<file path="config.mk">
export PLATFORM = sky130hd
export DESIGN_NAME = bus_sequencer
export DESIGN_NICKNAME = d
export VERILOG_FILES = /design/src/rtl/bus_sequencer.sv
export SDC_FILE = /design/constraint.sdc
export NUM_CORES = 1
export LEC_CHECK = 0
export BUFFER_PORTS_ARGS = -buffer_cell sky130_fd_sc_hd__buf_2
export CAP_MARGIN = 40
export CORE_MARGIN = 5
export CORE_UTILIZATION = 50
export DETAILED_ROUTE_END_ITERATION = 10
export PLACE_DENSITY = 0.95
export SYNTH_ARGS = -nofsm -noshare
export SYNTH_HDL_FRONTEND = slang
export SYNTH_SLANG_ARGS = --single-unit
</file>
<file path="constraint.sdc">
create_clock -name clk -period 4.6 [get_ports clk]
set_clock_uncertainty 0.2 [all_clocks]
set_input_delay 0.46 -clock clk [delete_from_list [all_inputs] [get_ports clk]]
set_output_delay 0.46 -clock clk [all_outputs]
set_load 0.02 [all_outputs]
</file>
<file path="src/rtl/bus_sequencer.sv">
// Hardwired control-step sequencer for the shared 32-bit bus datapath: fetch, then one
// ALU reg/reg, reg/imm or mul/div execute, with Moore-decoded bus enables and load strobes.
module bus_sequencer #(
  parameter int unsigned MEM_WAIT = 1
) (
  input  logic        clk,
  input  logic        reset,
  input  logic        start,
  input  logic [31:0] ir,
  output logic [23:0] out_sel,
  output logic [15:0] reg_in,
  output logic        hi_in,
  output logic        lo_in,
  output logic        pc_in,
  output logic        ir_in,
  output logic        mar_in,
  output logic        mdr_in,
  output logic        y_in,
  output logic        z_in,
  output logic        inc_pc,
  output logic        read,
  output logic [4:0]  alu_op,
  output logic        busy,
  output logic        done,
  output logic        illegal
);

  typedef enum logic [3:0] {
    S_IDLE, S_T0, S_T1, S_T2, S_T3, S_T4, S_T5, S_T6, S_DONE
  } state_t;

  localparam int unsigned SEL_HI   = 16;
  localparam int unsigned SEL_LO   = 17;
  localparam int unsigned SEL_ZHI  = 18;
  localparam int unsigned SEL_ZLOW = 19;
  localparam int unsigned SEL_PC   = 20;
  localparam int unsigned SEL_MDR  = 21;
  localparam int unsigned SEL_C    = 23;

  localparam logic [3:0] WAIT_LOAD = 4'(MEM_WAIT - 1);

  state_t      state;
  logic [3:0]  wait_cnt;
  logic        t1_first;
  logic [3:0]  ra_q;
  logic [3:0]  rc_q;
  logic        imm_q;
  logic        muldiv_q;
  logic [4:0]  alu_q;

  logic        dec_legal;
  logic        dec_imm;
  logic        dec_muldiv;
  logic [4:0]  dec_alu;

  always_comb begin
    dec_legal  = 1'b1;
    dec_imm    = 1'b0;
    dec_muldiv = 1'b0;
    dec_alu    = '0;
    unique case (ir[31:27])
      5'b00011, 5'b00100, 5'b00101,
      5'b00110, 5'b00111, 5'b01000: dec_alu = ir[31:27];
      5'b01100: begin dec_imm = 1'b1; dec_alu = 5'b00011; end
      5'b01101: begin dec_imm = 1'b1; dec_alu = 5'b00101; end
      5'b01110: begin dec_imm = 1'b1; dec_alu = 5'b00110; end
      5'b01111: begin dec_muldiv = 1'b1; dec_alu = 5'b01111; end
      5'b10000: begin dec_muldiv = 1'b1; dec_alu = 5'b10000; end
      default:  dec_legal = 1'b0;
    endcase
  end

  // ir is only valid from T3, so the decoded fields are captured on leaving T3
  // and T4..T6 run from the captured copy.
  always_ff @(posedge clk) begin
    if (reset) begin
      state    <= S_IDLE;
      wait_cnt <= '0;
      t1_first <= 1'b0;
      illegal  <= 1'b0;
      ra_q     <= '0;
      rc_q     <= '0;
      imm_q    <= 1'b0;
      muldiv_q <= 1'b0;
      alu_q    <= '0;
    end else begin
      unique case (state)
        S_IDLE: if (start) begin
          state   <= S_T0;
          illegal <= 1'b0;
        end
        S_T0: begin
          state    <= S_T1;
          wait_cnt <= WAIT_LOAD;
          t1_first <= 1'b1;
        end
        S_T1: begin
          t1_first <= 1'b0;
          if (wait_cnt == '0) state <= S_T2;
          else                wait_cnt <= wait_cnt - 4'd1;
        end
        S_T2: state <= S_T3;
        S_T3: begin
          if (!dec_legal) begin
            illegal <= 1'b1;
            state   <= S_DONE;
          end else begin
            ra_q     <= ir[26:23];
            rc_q     <= ir[18:15];
            imm_q    <= dec_imm;
            muldiv_q <= dec_muldiv;
            alu_q    <= dec_alu;
            state    <= S_T4;
          end
        end
        S_T4:   state <= S_T5;
        S_T5:   state <= muldiv_q ? S_T6 : S_DONE;
        S_T6:   state <= S_DONE;
        S_DONE: state <= S_IDLE;
        default: state <= S_IDLE;
      endcase
    end
  end

  always_comb begin
    out_sel = '0;
    reg_in  = '0;
    hi_in   = 1'b0;
    lo_in   = 1'b0;
    pc_in   = 1'b0;
    ir_in   = 1'b0;
    mar_in  = 1'b0;
    mdr_in  = 1'b0;
    y_in    = 1'b0;
    z_in    = 1'b0;
    inc_pc  = 1'b0;
    read    = 1'b0;
    alu_op  = '0;
    busy    = (state != S_IDLE);
    done    = (state == S_DONE);
    unique case (state)
      S_T0: begin
        out_sel[SEL_PC] = 1'b1;
        mar_in          = 1'b1;
        inc_pc          = 1'b1;
        z_in            = 1'b1;
      end
      S_T1: begin
        out_sel[SEL_ZLOW] = 1'b1;
        pc_in             = t1_first;
        read              = 1'b1;
        mdr_in            = 1'b1;
      end
      S_T2: begin
        out_sel[SEL_MDR] = 1'b1;
        ir_in            = 1'b1;
      end
      S_T3: if (dec_legal) begin
        out_sel[ir[22:19]] = 1'b1;
        y_in               = 1'b1;
      end
      S_T4: begin
        if (imm_q) out_sel[SEL_C] = 1'b1;
        else       out_sel[rc_q]  = 1'b1;
        alu_op = alu_q;
        z_in   = 1'b1;
      end
      S_T5: begin
        out_sel[SEL_ZLOW] = 1'b1;
        if (muldiv_q) lo_in        = 1'b1;
        else          reg_in[ra_q] = 1'b1;
      end
      S_T6: begin
        out_sel[SEL_ZHI] = 1'b1;
        hi_in            = 1'b1;
      end
      default: ;
    endcase
  end

  // HI/LO bus sources exist for other control flows; this sequencer never drives them.
  logic unused_sel;
  assign unused_sel = (SEL_HI == SEL_LO);

endmodule

</file>
==> metrics.txt, run 1 <==
status complete, no violations; Synth area leader dfxtp_1; vias in the first global route 1883; unrepaired setup endpoints after global routing no; final core utilization 62.0%; Synth Register Bits 25; EDFF count, synth 0; Arrival @ worst endpoint 2.38 ns; DR DRC count 0; Reg2Reg Depth 4; antenna fix cells 0; top cell type's share of synthesized area 25.8%; multi-input logic area 1290 µm²; core area 3720 µm²; vias 2202; CTS Sinks 25; Final ANT Viol Nets 0; dpl cells 370; startpoint types flop; P per Cell Area 285 nW/µm²; worst hold path depth 3; routability cong. 0.932; Slew Viols, Final 0; largest net degree at the start of global routing 25; register area 500 µm²; max cap viols 0; Detailed Place HPWL 4110 µm; Critical Path End Type primary output; GRT overflow 0; CTS Buffer Depth 2; slew margin rel. 43.4%; Nets 364; GRT Resource Usage Total 19.2%; setup violators final 0; Gate Count Post-Synth 266; most frequent cell after synthesis nor2_1; min-delay src ir[17]; Non-Filler Instances 374; number of library cell types mapped by synthesis 53; Commonest cells post-synth nor2_1 (29), dfxtp_1 (25), nand2_1 (25), o21ai_0 (20), nand3_1 (19); HP Class input port to flop; clock latency on the worst-skew pair 0.27 ns; Leak 0.994 nW; Tightest Pin Transition 0.846 ns; FP Rows 22; Synth Flop Type dfxtp_1; antenna violations before repair 0; fill cell count 330; Hold Path Sink rc_q[2]; Final Hold Viols 0; die area 5220 µm²; Syn. warnings 0; CTS tree done; Initial DRC Count 114; r2r setup slk 2.45 ns; WP data required 3.94 ns; post_cts resized 0; Power Total 0.000658 W; Initial Utilization 52.1%; Max IR drop VDD 0.180 mV; register area share after synthesis 25.8%; final period utilization 66.1%; layout cell share with drive strength beyond 1 27.0%; Crit Reg-Reg Endpoint alu_q[3]; chip height 72.2 µm; total iterations of the first detailed-routing run 4; I/O Pins 93; mapped cell area 1940 µm²; Critical R2R Launch state[2]; # Post-CTS Setup Buffers 0; Num CTS Buffers 3; minimum clock period 3.04 ns; Mean Syn Cell Area 7.28 µm²; pre-CTS setup slack 1.89 ns; Fmax 329 MHz; Final TNS setup 0 ns; H-tree depth 1; routed len/inst 14.3 µm; Chip Width 72.2 µm; vias per cell 5.89; top cells by area, synth dfxtp_1 (26%), nor2_1 (5.6%), nand2b_1 (5.2%), o21ai_0 (5.2%), nand3_1 (4.9%); Crit Path Class flop to primary output; Port Buffers 74; PnR worst setup slack 1.56 ns; Clock transition at path regs 0.09 ns; async set-reset flop share out of synthesis 0%; Layout area overhead 19.0%; clk root buf clkbuf_8; first-pass GRT wire length 8230 µm; critical path peak fanout 19; Post-Route WL 5340 µm; hold bufs inserted after CTS 0
## state kept, by name, summed over array words and instances, names as in the netlist
signal    cells
muldiv_q      1
ra_q          4
illegal       1
rc_q          4
t1_first      1
wait_cnt      4
alu_q         5
state         4
imm_q         1
## power breakdown
group / internal [W] / switching (W) / leakage [nW]
logic: 0.0000890 / 0.000158 / 0.770
clock network: 0.0000615 / 0.0000739 / 0.0217
registers: 0.000240 / 0.0000355 / 0.202
total: 0.000391 / 0.000267 / 0.994
## worst max-delay path, stage by stage (launching register included)
cell	delay [ns]
dfxtp_1	0.61
nor4b_4	0.44
o211a_4	0.34
nor2_4	0.13
o41ai_1	0.35
buf_2	0.23
## cells by family (layout without fill, tap and decap cells)
| group | Yosys count | after routing | synth area share [%] |
|---|---|---|---|
| AND/OR/NAND/NOR | 135 | 135 | 38.4 |
| AO/OA/AOI/OAI | 72 | 72 | 25.7 |
| buffers and inverters | 30 | 88 | 8.07 |
| flip-flops | 25 | 25 | 25.8 |
| adder cells (fa/ha/maj) | 2 | 2 | 1.29 |
| other | 1 | 3 | 0.194 |
| multiplexers | 1 | 1 | 0.517 |
## per-layer routing
layer / part of all wire (%) / GRT usage (%)
met1: 42 / 22.5
met5: 0 / 0
met3: 6.6 / 2.35
met4: 3.0 / 9.81
met2: 49 / 34.0
## how the worst max path moves through the flow
stage | start | endpoint | slack [ns] | depth (start not counted)
6_report | state[2] | out_sel[8] | 1.56 | 5
5_1_grt | state[2] | out_sel[1] | 1.37 | 5
4_1_cts | state[2] | out_sel[1] | 1.58 | 5
3_5_place_dp | state[2] | out_sel[1] | 1.89 | 5
3_3_place_gp | state[2] | out_sel[1] | 1.91 | 5
2_1_floorplan | state[0] | reg_in[0] | 1.93 | 5
## layout make-up
type	instances	share of cell area, %
inverter	10	1.63
tap	48	2.61
clock inverter	1	0.326
timing repair buffer	74	16.1
multi-input combinational	213	55.9
clock buffer	3	1.79
sequential	25	21.7
## stage by stage
| stage | hold slack [ns] | instance area (µm²) |
|---|---|---|
| after floorplan | 0.239 | 1940 |
| after global placement | 0.250 | 2260 |
| after detailed placement | 0.259 | 2260 |
| after CTS | 0.240 | 2300 |
| after global routing | 0.240 | 2300 |
| final | 0.244 | 2300 |
## layout by cell type (no fill, tap or decap), drive strengths merged, types with 2 or more instances in the layout
master   netlist  final
conb           1      3
clkbuf         6      3
nor4b          3      3
nor4           2      2
or4b           2      2
nor3           9      9
o31ai          6      6
nand2         25     25
nand2b        17     17
and2           5      5
dfxtp         25     25
inv           10     10
ha             2      2
o21ai         20     20
o2111ai        2      2
or4            2      2
a311o          2      2
nor2          30     30
o211ai         3      3
a21oi         16     16
o221ai         2      2
nand4b         2      2
o41ai          6      6
a21boi         3      3
nand4          6      6
nor2b          5      5
o22ai          3      3
or3            2      2
nand3         19     19
o32ai          3      3
o211a          2      2
buf           14     74
nor3b          2      2
Note: power is estimated with default switching activity, not from simulation.
==> run 2: changes to the inputs <==
--- a/config.mk
+++ b/config.mk
@@ -8,9 +8,9 @@
 export BUFFER_PORTS_ARGS = -buffer_cell sky130_fd_sc_hd__buf_2
 export CAP_MARGIN = 40
 export CORE_MARGIN = 5
-export CORE_UTILIZATION = 50
+export CORE_UTILIZATION = 47
 export DETAILED_ROUTE_END_ITERATION = 10
-export PLACE_DENSITY = 0.95
+export PLACE_DENSITY = 0.9
 export SYNTH_ARGS = -nofsm -noshare
 export SYNTH_HDL_FRONTEND = slang
 export SYNTH_SLANG_ARGS = --single-unit
==> constraint.sdc (replaced) <==
create_clock -name clk -period 2.9 [get_ports clk]
set_clock_uncertainty 0.2 [all_clocks]
set_input_delay 0.29 -clock clk [delete_from_list [all_inputs] [get_ports clk]]
set_output_delay 0.29 -clock clk [all_outputs]
set_load 0.02 [all_outputs]
==> run 2 against run 1 <==
  * Design area up 0.92%
  * Largest power group unchanged
  * Highest routed layer unchanged
  * Setup slack worse by 1.4 ns
  * Utilization down 3.9 points
  * Sequential share of layout area down 0.20 points
  * Clock power up 56%
  * Wire length up 5.6%
==> metrics.txt, run 2 (synthesized netlist as in run 1, its figures left out) <==
routed len/inst 14.9 µm (+4.5%); CTS Sinks 25 (unchanged); I/O Pins 93 (unchanged); Critical Path End Type primary output; Final ANT Viol Nets 0 (unchanged); Slew Viols, Final 0 (unchanged); Detailed Place HPWL 4260 µm (+3.6%); PnR worst setup slack 0.168 ns (-1.39 ns); GRT overflow 0 (unchanged); Initial DRC Count 77 (-32%); CP cell instances nor4b_4 > buf_4 > o211a_4 > nor2_4 > o41ai_1 > buf_2; Nets 366 (+0.55%); Final Hold Viols 0 (unchanged); slowest stage delay, CP 0.45 ns (-0.16 ns); final period utilization 94.2%; antenna fix cells 0 (unchanged); fill cell count 396 (+20%); Bufs and invs on worst path 2 (+1); Hold Path Sink ra_q[2]; Port Buffers 74 (unchanged); Arrival @ worst endpoint 2.24 ns (-0.14 ns); setup violators final 0 (unchanged); Max IR drop VDD 0.223 mV (+24%); clk root buf clkbuf_8; CP max-delay cell dfxtp_1; final core utilization 58.1% (-3.9 points); Largest delay share family, worst path compound AO/OA/AOI/OAI gates; vias in the first global route 2063 (+9.6%); slew margin rel. 45.0% (+1.6 points); P_sw 0.000430 W (+61%); internal power 0.000623 W (+59%); Layout area overhead 20.1%; first-pass GRT wire length 8960 µm (+8.9%); startpoint types flop; max cap viols 0 (unchanged); CTS tree done; chip height 74.2 µm (+2.7%); worst hold path depth 3 (unchanged); Power Total 0.00105 W (+60%); GRT Resource Usage Total 19.9% (+0.74 points); critical path peak fanout 19 (unchanged); Reg2Reg Depth 6 (+2); most common cell after layout, fill and taps aside buf_2; total iterations of the first detailed-routing run 4 (unchanged); dpl cells 373 (+0.81%); largest net degree at the start of global routing 25 (unchanged); clock power share 20.0% (-0.6 points); clock latency on the worst-skew pair 0.27 ns (about the same); Switching Share 40.9% (+0.25 points); combinational share of power 39.0% (+1.5 points); Fmax 366 MHz; core area 4000 µm² (+7.6%); Post-Route WL 5640 µm (+5.6%); status complete, no violations; Final TNS setup 0 ns (unchanged); CTS Buffer Depth 2 (unchanged); Reg with most FFs alu_q; Leak 1.01 nW (+1.4%); Num CTS Buffers 3 (unchanged); Clock transition at path regs 0.09 ns (about the same); Tightest Pin Transition 0.822 ns (-0.0240 ns); die area 5500 µm² (+5.5%); r2r setup slk 0.76 ns (-1.69 ns); H-tree depth 1 (unchanged); Sequential Power Share 41.0% (-0.9 points); most frequent cells in the layout buf_2 (74), nor2_1 (29), nand2_1 (25), dfxtp_1 (25), o21ai_0 (20); Crit Path Class flop to primary output; Non-Filler Instances 378 (+1.1%); Crit Reg-Reg Endpoint alu_q[4]; pre-CTS setup slack 0.409 ns (-1.48 ns); WP data required 2.41 ns (-1.53 ns); Critical R2R Launch state[3]; P per Cell Area 453 nW/µm² (+59%); layout cell share with drive strength beyond 1 27.4% (+0.45 points); Chip Width 74.2 µm (+2.7%); min-delay src ir[25]; Initial Utilization 48.4% (-3.7 points); minimum clock period 2.73 ns; routability cong. 0.889 (-4.5%); HP Class input port to flop; vias 2233 (+1.4%); DR DRC count 0 (unchanged); antenna violations before repair 0 (unchanged); vias per cell 5.91 (+0.33%); unrepaired setup endpoints after global routing no; FP Rows 23 (+4.5%); flip-flop count of the largest register after layout 5 (unchanged)
==> run 2: cell types whose count changed in the layout (fill, tap and decap cells not counted) <==
cell,delta
clkinv_2,+1
nor3_4,+1
nor3_2,-1
buf_4,+2
clkinvlp_4,-1
==> run 2: repair_timing <==
item,in CTS,in global routing
setup buffers,0,1
hold buffers,0,0
gates resized for setup,0,1
endpoints found under the setup margin,0,10
==> run 2: cell type report <==
| class | instances | area (µm²) | share of cell area (%) |
|---|---|---|---|
| clock inverters | 1 | 5.00 | 0.215 |
| inverters | 10 | 37.5 | 1.61 |
| clock buffers | 3 | 41.3 | 1.78 |
| multi-input cells | 213 | 1290 | 55.6 |
| flip-flops and latches | 25 | 500 | 21.5 |
| repair buffers | 76 | 385 | 16.6 |
| well taps | 50 | 62.6 | 2.69 |
==> run 2: worst max path at each step <==
stage	from	to	slack, ns	depth (start not counted)
CTS	state[3]	out_sel[12]	0.1	5
finish	state[1]	out_sel[3]	0.17	6
global placement	state[3]	out_sel[2]	0.48	5
global route	state[0]	out_sel[13]	0.04	5
floorplan	state[0]	reg_in[0]	0.40	5
detailed placement	state[3]	out_sel[12]	0.41	5
==> run 2: tightest hold or removal path: cells and delay by family <==
family,cells,cell delay [ns]
AO/OA/AOI/OAI,2,0.12
buffers and inverters,1,0.09
==> run 2: routing by layer <==
layer / vias up / GRT usage [%] / wire length (µm) / part of all wire (%)
li1: 1088 / - / - / -
met1: 1031 / 24.4 / 2240 / 40
met2: 97 / 33.6 / 2780 / 49
met3: 17 / 2.16 / 424 / 7.5
met4: 0 / 11.9 / 199 / 3.5
met5: - / 0 / 0 / 0
==> run 2: power by group through the flow <==
| stage | logic (W) | clock network, W | registers (W) |
|---|---|---|---|
| 5_1_grt | 0.000454 | 0.000224 | 0.000437 |
| 3_5_place_dp | 0.000402 | 0 | 0.000438 |
| 3_3_place_gp | 0.000391 | 0 | 0.000436 |
| 6_report | 0.000410 | 0.000211 | 0.000432 |
| 2_1_floorplan | 0.000342 | 0 | 0.000408 |
| 4_1_cts | 0.000404 | 0.000213 | 0.000430 |
==> run 2: metrics by stage <==
step / hold WS, ns / cell area [µm²]
detailed placement: 0.262 / 2270
floorplan: 0.239 / 1940
finish: 0.0743 / 2330
global route: 0.0732 / 2330
CTS: 0.0689 / 2310
global placement: 0.250 / 2270
